--- config.mk ---
export PLATFORM = sky130hd
export DESIGN_NAME = multicycle_alu_control
export DESIGN_NICKNAME = d
export VERILOG_FILES = /design/src/rtl/multicycle_alu_control.sv
export SDC_FILE = /design/constraint.sdc
export NUM_CORES = 1
export LEC_CHECK = 0
export ABC_CLOCK_PERIOD_IN_PS = 3100
export CORE_UTILIZATION = 35
export DETAILED_ROUTE_END_ITERATION = 8
export GPL_ROUTABILITY_DRIVEN = 1
export PLACE_DENSITY = 0.64
export SKIP_LAST_GASP = 1
export SLEW_MARGIN = 0
export SYNTH_ARGS = -nofsm -noshare
export SYNTH_HDL_FRONTEND = slang
export SYNTH_SLANG_ARGS = --single-unit
--- constraint.sdc ---
create_clock -name clk -period 3.1 [get_ports clk]
set_input_delay 0.31 -clock clk [delete_from_list [all_inputs] [get_ports clk]]
set_output_delay 0.31 -clock clk [all_outputs]
set_load 0.01 [all_outputs]
--- src/rtl/multicycle_alu_control.sv ---
// Issue control for single-cycle ALU ops and iterative MULTU/DIVU with HiLo writeback.
// Define MCALU_ILLEGAL_EN to flag unrecognised funct codes instead of passing them through.
module multicycle_alu_control #(
    parameter int DATA_W = 32,
    parameter int CNT_W  = 7
) (
    input  logic             clk,
    input  logic             rst_n,
    input  logic             valid,
    input  logic [5:0]       funct,
    output logic [5:0]       op_out,
    output logic             hilo_we,
    output logic             busy,
    output logic             done,
    output logic [CNT_W-1:0] iter,
    output logic             illegal
);

    localparam logic [5:0] F_MULTU = 6'd25;
    localparam logic [5:0] F_DIVU  = 6'd27;
    localparam logic [5:0] OP_NOP  = 6'd0;
    localparam logic [5:0] OP_HILO = 6'h3f;
    localparam logic [CNT_W-1:0] LAST = CNT_W'(DATA_W - 1);
    localparam logic [CNT_W-1:0] ONE  = CNT_W'(1);

    typedef enum logic [1:0] {
        IDLE,
        MUL,
        DIV,
        WB
    } state_t;

    state_t           r_state;
    state_t           w_state_nx;
    logic [5:0]       r_op;
    logic [5:0]       w_op_nx;
    logic [CNT_W-1:0] r_iter;
    logic [CNT_W-1:0] w_iter_nx;
    logic             r_busy;
    logic             w_busy_nx;
    logic             r_we;
    logic             w_we_nx;
    logic             r_done;
    logic             w_done_nx;
    logic             r_ill;
    logic             w_ill_nx;
    logic             w_multi;

    assign w_multi = (funct == F_MULTU) || (funct == F_DIVU);

`ifdef MCALU_ILLEGAL_EN
    logic w_known;
    assign w_known = funct inside {6'd36, 6'd37, 6'd32, 6'd34, 6'd42,
                                   6'd2, 6'd16, 6'd18};
`endif

    always_ff @(posedge clk or negedge rst_n) begin
        if (!rst_n) begin
            r_state <= IDLE;
            r_op    <= OP_NOP;
            r_iter  <= '0;
            r_busy  <= 1'b0;
            r_we    <= 1'b0;
            r_done  <= 1'b0;
            r_ill   <= 1'b0;
        end else begin
            r_state <= w_state_nx;
            r_op    <= w_op_nx;
            r_iter  <= w_iter_nx;
            r_busy  <= w_busy_nx;
            r_we    <= w_we_nx;
            r_done  <= w_done_nx;
            r_ill   <= w_ill_nx;
        end
    end

    always_comb begin
        w_state_nx = r_state;
        w_op_nx    = OP_NOP;
        w_iter_nx  = r_iter;
        w_busy_nx  = 1'b0;
        w_we_nx    = 1'b0;
        w_done_nx  = 1'b0;
        w_ill_nx   = 1'b0;
        unique case (r_state)
            IDLE: begin
                w_iter_nx = '0;
                if (valid && w_multi) begin
                    w_state_nx = (funct == F_DIVU) ? DIV : MUL;
                    w_op_nx    = funct;
                    w_busy_nx  = 1'b1;
                end else if (valid) begin
`ifdef MCALU_ILLEGAL_EN
                    if (w_known) w_op_nx = funct;
                    else         w_ill_nx = 1'b1;
`else
                    w_op_nx = funct;
`endif
                end
            end
            MUL, DIV: begin
                // issue requests are ignored while iterating; op code stays latched
                w_busy_nx = 1'b1;
                if (r_iter == LAST) begin
                    w_state_nx = WB;
                    w_op_nx    = OP_HILO;
                    w_we_nx    = 1'b1;
                    w_done_nx  = 1'b1;
                end else begin
                    w_iter_nx = r_iter + ONE;
                    w_op_nx   = r_op;
                end
            end
            WB: begin
                w_state_nx = IDLE;
                w_iter_nx  = '0;
            end
            default: begin
                w_state_nx = IDLE;
                w_iter_nx  = '0;
            end
        endcase
    end

    assign op_out  = r_op;
    assign hilo_we = r_we;
    assign busy    = r_busy;
    assign done    = r_done;
    assign iter    = r_iter;
    assign illegal = r_ill;

endmodule

* Word level (Yosys, flattened, before mapping)
Index checks and enable logic that the tools add are counted.
** Word-level totals
- Register bits :: 17
- Bits of input ports :: 9
- Output and inout bits :: 17
- Word-level logic and storage cells :: 35
** Cells by class
- Add/sub/neg operators :: 1
- Eq/ne operators :: 9
- Muxes and demuxes :: 14
- Reductions and logical operators :: 6
** Operators by type and width (number)
- $mux 6 :: 3
- $pmux 7 s2 :: 1
- $eq 6x5->1 const B :: 2
- $pmux 6 s2 :: 1
- $add 7x1->7 const B :: 1
- $eq 7x5->1 const B :: 1
- $mux 7 :: 1
- $mux 2 :: 3
- $ne 2x2->1 const B :: 3
- $pmux 2 s3 :: 1
- $eq 2x2->1 const B :: 2
- $reduce_or 2->1 :: 2
- $mux 1 :: 3
- $eq 2x1->1 const B :: 1
- $logic_not 2->1 :: 1
- $pmux 1 s2 :: 1
- $reduce_and 2->1 :: 1
- $logic_and 1x1->1 :: 1
- $logic_or 1x1->1 :: 1

* Longest topological paths before layout
Gate-level depths: netlist of the first run.
- Depth in word-level cells :: 5
- Mapped depth :: 6
- Mapped depth without buffers :: 6

* Worst setup path before layout of the first run
OpenSTA, ideal clock, no wires.
- Kind :: reg-to-reg
- From :: register r_iter[0], in the netlist iter[0]
- To :: register r_state[0]
- Setup time :: 125 ps
- Arrival time :: 1428 ps
- Data required time :: 2975 ps
- Slack :: 1547 ps
- Stages on the path, launching flop included :: 6
- Path buffers :: 0
- Period minus slack after synthesis :: 1553 ps
- Path through :: dfrtp_1 -> ha_1 -> nand4_4 -> o31ai_4 -> nand2_2 -> mux2_4
** On the way
- Word-level cells in the longest chain between the ends :: 3
** RTL lines
- start, declared :: RTL line 37 : logic [CNT_W-1:0] r_iter;
- start signal, assigned :: RTL line 69 : r_iter <= w_iter_nx;
- $eq 7x5->1 :: RTL line 104 : if (r_iter == LAST) begin
- $ne 2x2->1 (no line)
- $reduce_and 2->1 (no line)
- end signal, assigned :: RTL line 67 : r_state <= w_state_nx;
- end, declared :: RTL line 33 : state_t r_state;
No other way between the ends.
A chain may end at the register's enable or synchronous reset.

* Worst setup path in the final report of the first run
- From :: register r_iter[6], in the netlist iter[6]
- To :: output port iter[6]
** RTL lines
- end, declared :: RTL line 15 : output logic [CNT_W-1:0] iter,
No word-level cell between the ends.

==> results by group, run 1 <==
STA
  – Fin worst setup slack: about 1.3 ns
  – RSZ-0062 raised after global routing: false
  – Final setup fails: 0
  – Fin Clk Skew: 0.00996 ns
  – Final Critical Period: ~1.8 ns
  – Final Max Slew Viols: 0
  – Slew HR: 0.512
  – Crit share post-route: 0.585
  – Fmax: between 500 and 600 MHz
  – Total Neg Setup Slack: 0 ns
  – Worst slew pin tran: roughly 0.73 ns
  – Final hold violation count: 0

Placement
  – DP HPWL: between 1000 and 1500 µm
  – Pre-CTS setup slack: about 1.2 ns
  – PortBufs: 24
  – Area after DPL: 1150 µm²
  – GP Congestion: 0.762

Synthesis
  – Synthesized area per cell: between 10 and 15 µm²
  – Mapped Area: roughly 900 µm²
  – Syn Nets: between 90 and 100
  – Count leader, synth: dfrtp_1
  – Gate Count Post-Synth: 79
  – Post-synth top cells: dfrtp_1, a21oi_1, o2bb2ai_1, nand2_1
  – Top_reg_cell synth: dfrtp_1
  – Top cells by area, synth: dfrtp_1, o2bb2ai_1, a21oi_1, ha_1, xnor2_1
  – Biggest area consumer among synthesized cells: dfrtp_1
  – Synth Warn #: 0
  – Distinct cell type count after synthesis: 31
  – Register area share after synthesis: 0.474
  – Ys async rst share: 1.00
  – Area share of the largest cell type after synthesis: 0.474
  – Post-synth EDFFs: 0
  – Flops & latches, synth: 17

Drt
  – Detailed Route WL: 1910 µm
  – Routed len/inst: ~14 µm
  – DRT iter0 DRCs: 2
  – Final ANT Viol Nets: 0
  – Routed via count: 691
  – Vias/cell: 5.23
  – Drt drc: 0
  – DRT Pass-1 Iters: 3

Clock network
  – Worst-Skew Late Latency: approximately 0.29 ns
  – Cts hold-fix bufs: 0
  – Postcts setup bufs: 0
  – CTS tree: yes
  – Post_cts resized: 0
  – CTS buffer count: 3
  – Clock sinks: 17
  – H-tree levels: 1
  – Clk buf depth: 2
  – Root buffer cell: clkbuf_4
  – Clk slew on worst S/H paths: approximately 0.10 ns

Critical path
  – Buf/Inv on CP: 1
  – CP max stage cell: clkdlybuf4s50_1
  – R2R depth: 5
  – Setup CP Type: flip-flop to output pin
  – Crit path launch: iter[6]
  – WP data required: approximately 2.8 ns
  – Crit-path leading delay family: buffers and inverters
  – RR Startpoint: r_state[0]
  – Critical path cell sequence: clkdlybuf4s50_1
  – Critical-path maximum fanout: 6
  – Critical path depth in cells: 1
  – Critical path endpoint category: output pin
  – Crit-path max cell delay: 0.62 ns
  – Startpoint type of the worst setup path: flip-flop
  – Critical path data arrival time: around 1.5 ns

Hold path
  – HP Class: primary input to async pin

Outcome
  – Status: finished, final reports clean

Die
  – Die area: 2770 µm²
  – Row count: 17
  – Width of the die: between 50 and 60 µm
  – Core area: approximately 2300 µm²
  – Die height: 52.7 µm
  – I/O Pins: 26
  – Initial Util: 0.387

Finish
  – Layout net count: approximately 120
  – Antenna diodes: 0
  – Design Area, Final: 1180 µm²
  – Layout cells sized above 1: 0.0962
  – Area growth from synthesis to final layout: 31.5%
  – Final Util: 0.509

Power
  – PD cells: between 700 and 800 nW/µm²
  – Overall power: ~0.00094 W
  – LEAKAGE: approximately 0.49 nW
  – VDD IR max: between 0.4 and 0.5 mV

Global routing
  – Vias in the first global route: around 740
  – First-pass GRT wire length: ~3200 µm
  – Largest net degree at the start of global routing: 18
  – Initial antenna violation count: 0
  – GRT Residual Overflow: 0
  – Overall Global Routing Usage: 0.165

Flow run
  – Max-cap violations: 0
sequential cells by signal, summed over array words and instances, names as in the netlist:
name,flops
busy,1
op_out,6
done,1
iter,7
r_state,2
path summary, 6_finish.rpt:
kind | to | slack (ns)
hold reg to reg | op_out[2] | 0.49
min in group clk | op_out[2] | 0.49
setup / recovery | iter[6] | 1.29
hold / removal | r_state[0] | 0.44
setup reg to reg | op_out[0] | 1.31
max in group asynchronous | op_out[5] | 2.19
per-layer routing:
layer | vias up | part of all wire | track usage
li1 | 338 | - | -
met1 | 334 | 0.43 | 0.190
met4 | 0 | 0.0063 | 0.0439
met3 | 2 | 0.051 | 0.0638
met5 | - | 0 | 0
met2 | 17 | 0.51 | 0.283
stage by stage:
stage | hold WS (ns) | cells
final | 0.440 | 132
after global routing | 0.499 | 132
after CTS | 0.473 | 132
after detailed placement | 0.477 | 128
after global placement | 0.477 | 128
after floorplan | 0.0144 | 79
cell type report:
type | instances | area (µm²)
Fill cell | 233 | 1140
Multi-Input combinational cell | 56 | 443
Sequential cell | 17 | 425
Timing Repair Buffer | 24 | 240
Tap cell | 28 | 35.0
Clock buffer | 4 | 26.3
Inverter | 3 | 11.3
layout by cell type (no fill, tap or decap):
cell type,instances
nand2_1,4
nor2_1,3
o31ai_4,1
a21o_2,1
inv_1,3
nand4_4,1
and2_1,3
o2111ai_1,1
nor4b_4,1
nor4b_1,1
nand3_1,1
clkdlybuf4s50_1,24
o2bb2ai_1,6
and3_1,1
nand2_2,1
xnor2_1,3
or3_1,1
nor3_4,1
mux2_4,1
nor2b_1,3
o41ai_1,1
clkbuf_4,3
conb_1,1
mux2i_1,2
o21ai_0,2
ha_1,3
dfrtp_1,17
o21a_1,1
a31oi_1,3
clkbuf_1,1
nand4_1,1
a21oi_1,8
cell families after synthesis:
logic type | synth area share
simple gates | 0.182
compound gates | 0.196
flops | 0.474
buf+inv | 0.0334
other cells | 0.00417
mux | 0.0390
fa+ha+maj | 0.0418
xor+xnor | 0.0293
power breakdown:
group	switching [W]	internal [W]
Combinational	0.000235	0.000248
Clock	0.0000687	0.0000500
Sequential	0.0000523	0.000285
No activity file was read; power rests on OpenSTA's default activity.
==> inputs of run 2 (changes only) <==
Settings changed: ABC_CLOCK_PERIOD_IN_PS 3100 to 1780.
Clock period 3.1 ns to 1.78 ns, I/O delays scaled along.
==> results by group, run 2 (synthesized netlist as in run 1, its figures left out) <==
Finish
  – Design Area, Final: 1230 µm² (+4.6%)
  – Non-Filler Instances: 139 (+5.3%)
  – Antenna diodes: 0 (unchanged)
  – Commonest non-fill, non-tap cells in the layout: clkdlybuf4s50_1, dfrtp_1, a21oi_1, buf_4, o2bb2ai_1
  – Layout net count: 124 (+6.0%)
  – Area growth from synthesis to final layout: 37.5%
  – Fillcell total: 207 (-11%)
  – Leading cell type in the layout, fill and taps excluded: clkdlybuf4s50_1
  – Largest register FFs: 7 (unchanged)
  – Layout cells sized above 1: 0.162 (+0.0660)

STA
  – Final Max Slew Viols: 0 (unchanged)
  – Fin Hold WS: 0.201 ns (-0.239 ns)
  – Fin worst setup slack: 0.105 ns (-1.18 ns)
  – Crit share post-route: 0.941
  – Fmax: between 500 and 600 MHz
  – Final setup fails: 0 (unchanged)
  – Final Critical Period: about 1.7 ns
  – Total Neg Setup Slack: 0 ns (unchanged)
  – Fin Clk Skew: 0.00140 ns (-0.00855 ns)
  – Final hold violation count: 0 (unchanged)
  – RSZ-0062 raised after global routing: false

Critical path
  – WP data required: 1.60 ns (-1.19 ns)
  – CP max stage cell: clkdlybuf4s50_1
  – Crit-path max cell delay: 0.62 ns (about the same)
  – Critical path endpoint category: output pin
  – Critical-path maximum fanout: 6 (unchanged)
  – Critical path depth in cells: 1 (unchanged)
  – Buf/Inv on CP: 1 (unchanged)
  – Critical path data arrival time: 1.50 ns (about the same)
  – R2R depth: 5 (unchanged)
  – Crit-path leading delay family: buffers and inverters
  – Critical path cell sequence: clkdlybuf4s50_1
  – Startpoint type of the worst setup path: flip-flop
  – Setup CP Type: flip-flop to output pin

Power
  – LEAKAGE: 0.531 nW (+7.7%)
  – PD cells: 1390 nW/µm² (+75%)
  – VDD IR max: 0.857 mV (+80%)

Global routing
  – First-pass GRT wire length: 3060 µm (-5.7%)
  – Overall Global Routing Usage: 0.154 (-0.0116)
  – Initial antenna violation count: 0 (unchanged)
  – Largest net degree at the start of global routing: 18 (unchanged)
  – GRT Residual Overflow: 0 (unchanged)
  – Vias in the first global route: 694 (-5.7%)

Drt
  – Drt drc: 0 (unchanged)
  – Routed len/inst: 13.3 µm (-7.9%)
  – DRT iter0 DRCs: 10 (+8)
  – DRT Pass-1 Iters: 4 (+1)
  – Routed via count: 747 (+8.1%)
  – Detailed Route WL: 1850 µm (-3.0%)
  – Vias/cell: 5.37 (+2.7%)
  – Final ANT Viol Nets: 0 (unchanged)

Die
  – Initial Util: 0.387 (unchanged)
  – Core area: 2320 µm² (unchanged)
  – Width of the die: 52.7 µm (unchanged)
  – Row count: 17 (unchanged)
  – Die area: 2770 µm² (unchanged)
  – Die height: 52.7 µm (unchanged)
  – I/O Pins: 26 (unchanged)

Flow run
  – Max-cap violations: 0 (unchanged)

Clock network
  – Clock sinks: 17 (unchanged)
  – H-tree levels: 1 (unchanged)
  – Clk buf depth: 2 (unchanged)
  – Worst-Skew Late Latency: 0.29 ns (about the same)
  – Cts hold-fix bufs: 0 (unchanged)
  – Root buffer cell: clkbuf_4
  – Clk slew on worst S/H paths: 0.10 ns (about the same)
  – CTS buffer count: 3 (unchanged)
  – CTS tree: yes

Placement
  – PortBufs: 24 (unchanged)
  – GP Congestion: 0.777 (+1.9%)
  – Area after DPL: 1200 µm² (+3.9%)
  – DP HPWL: 1410 µm (-1.8%)
  – Placed Cells: 134 (+4.7%)
  – Pre-CTS setup slack: 0.105 ns (-1.14 ns)

Outcome
  – Status: finished, final reports clean

Hold path
  – HP Class: primary input to async pin
==> run 2: cell types whose count changed in the layout (fill, tap and decap cells not counted), sizes merged <==
cell and delta:
clkinv +1, buf +7, clkbuf -1
==> run 2: area by class of cell <==
cell class | instances | area (µm²) | area share
Sequential cell | 17 | 425 | 0.344
Inverter | 3 | 11.3 | 0.00912
Multi-Input combinational cell | 56 | 443 | 0.359
Clock buffer | 3 | 22.5 | 0.0182
Clock inverter | 1 | 5.00 | 0.00405
Tap cell | 28 | 35.0 | 0.0284
Timing Repair Buffer | 31 | 293 | 0.237
==> run 2: where the power goes <==
part,switching [W],total (W),internal [W],leakage [nW]
Sequential,0.0000882,0.000585,0.000497,0.227
Clock,0.000122,0.000206,0.0000836,0.0177
Combinational,0.000424,0.000930,0.000506,0.286
==> run 2: per-layer routing <==
| metal | track usage | share of wire | vias to the layer above |
|---|---|---|---|
| li1 | - | - | 356 |
| met1 | 0.200 | 0.45 | 356 |
| met2 | 0.228 | 0.46 | 29 |
| met3 | 0.0580 | 0.065 | 6 |
| met4 | 0.0570 | 0.016 | 0 |
| met5 | 0 | 0 | - |
==> run 2: repair_timing <==
action                     4_1_cts  5_1_grt
setup buffers                    0        1
gates resized for setup          0        0
setup endpoints to repair        0        1
hold endpoints to repair         0        0
==> run 2: worst paths after layout <==
path	from	to	slack [ns]
max	iter[6]	iter[6]	0.11
max in group asynchronous	rst_n	op_out[1]	1.39
max reg2reg	iter[0]	r_state[0]	0.16
min reg2reg	op_out[2]	op_out[2]	0.50
min in group clk	op_out[2]	op_out[2]	0.50
min	rst_n	busy	0.20
==> run 2: worst reg2reg max path, cell delays in order, from the launching register on <==
cell     delay [ns]
dfrtp_1        0.43
ha_1           0.26
nand4_4        0.17
o31ai_4        0.24
nand2_2        0.11
mux2_4         0.31
==> run 2: stage by stage <==
step,power (W),utilization
floorplan,0.00113,-
global placement,0.00151,0.518
detailed placement,0.00152,0.518
CTS,0.00174,0.529
global route,0.00186,0.533
finish,0.00172,0.533
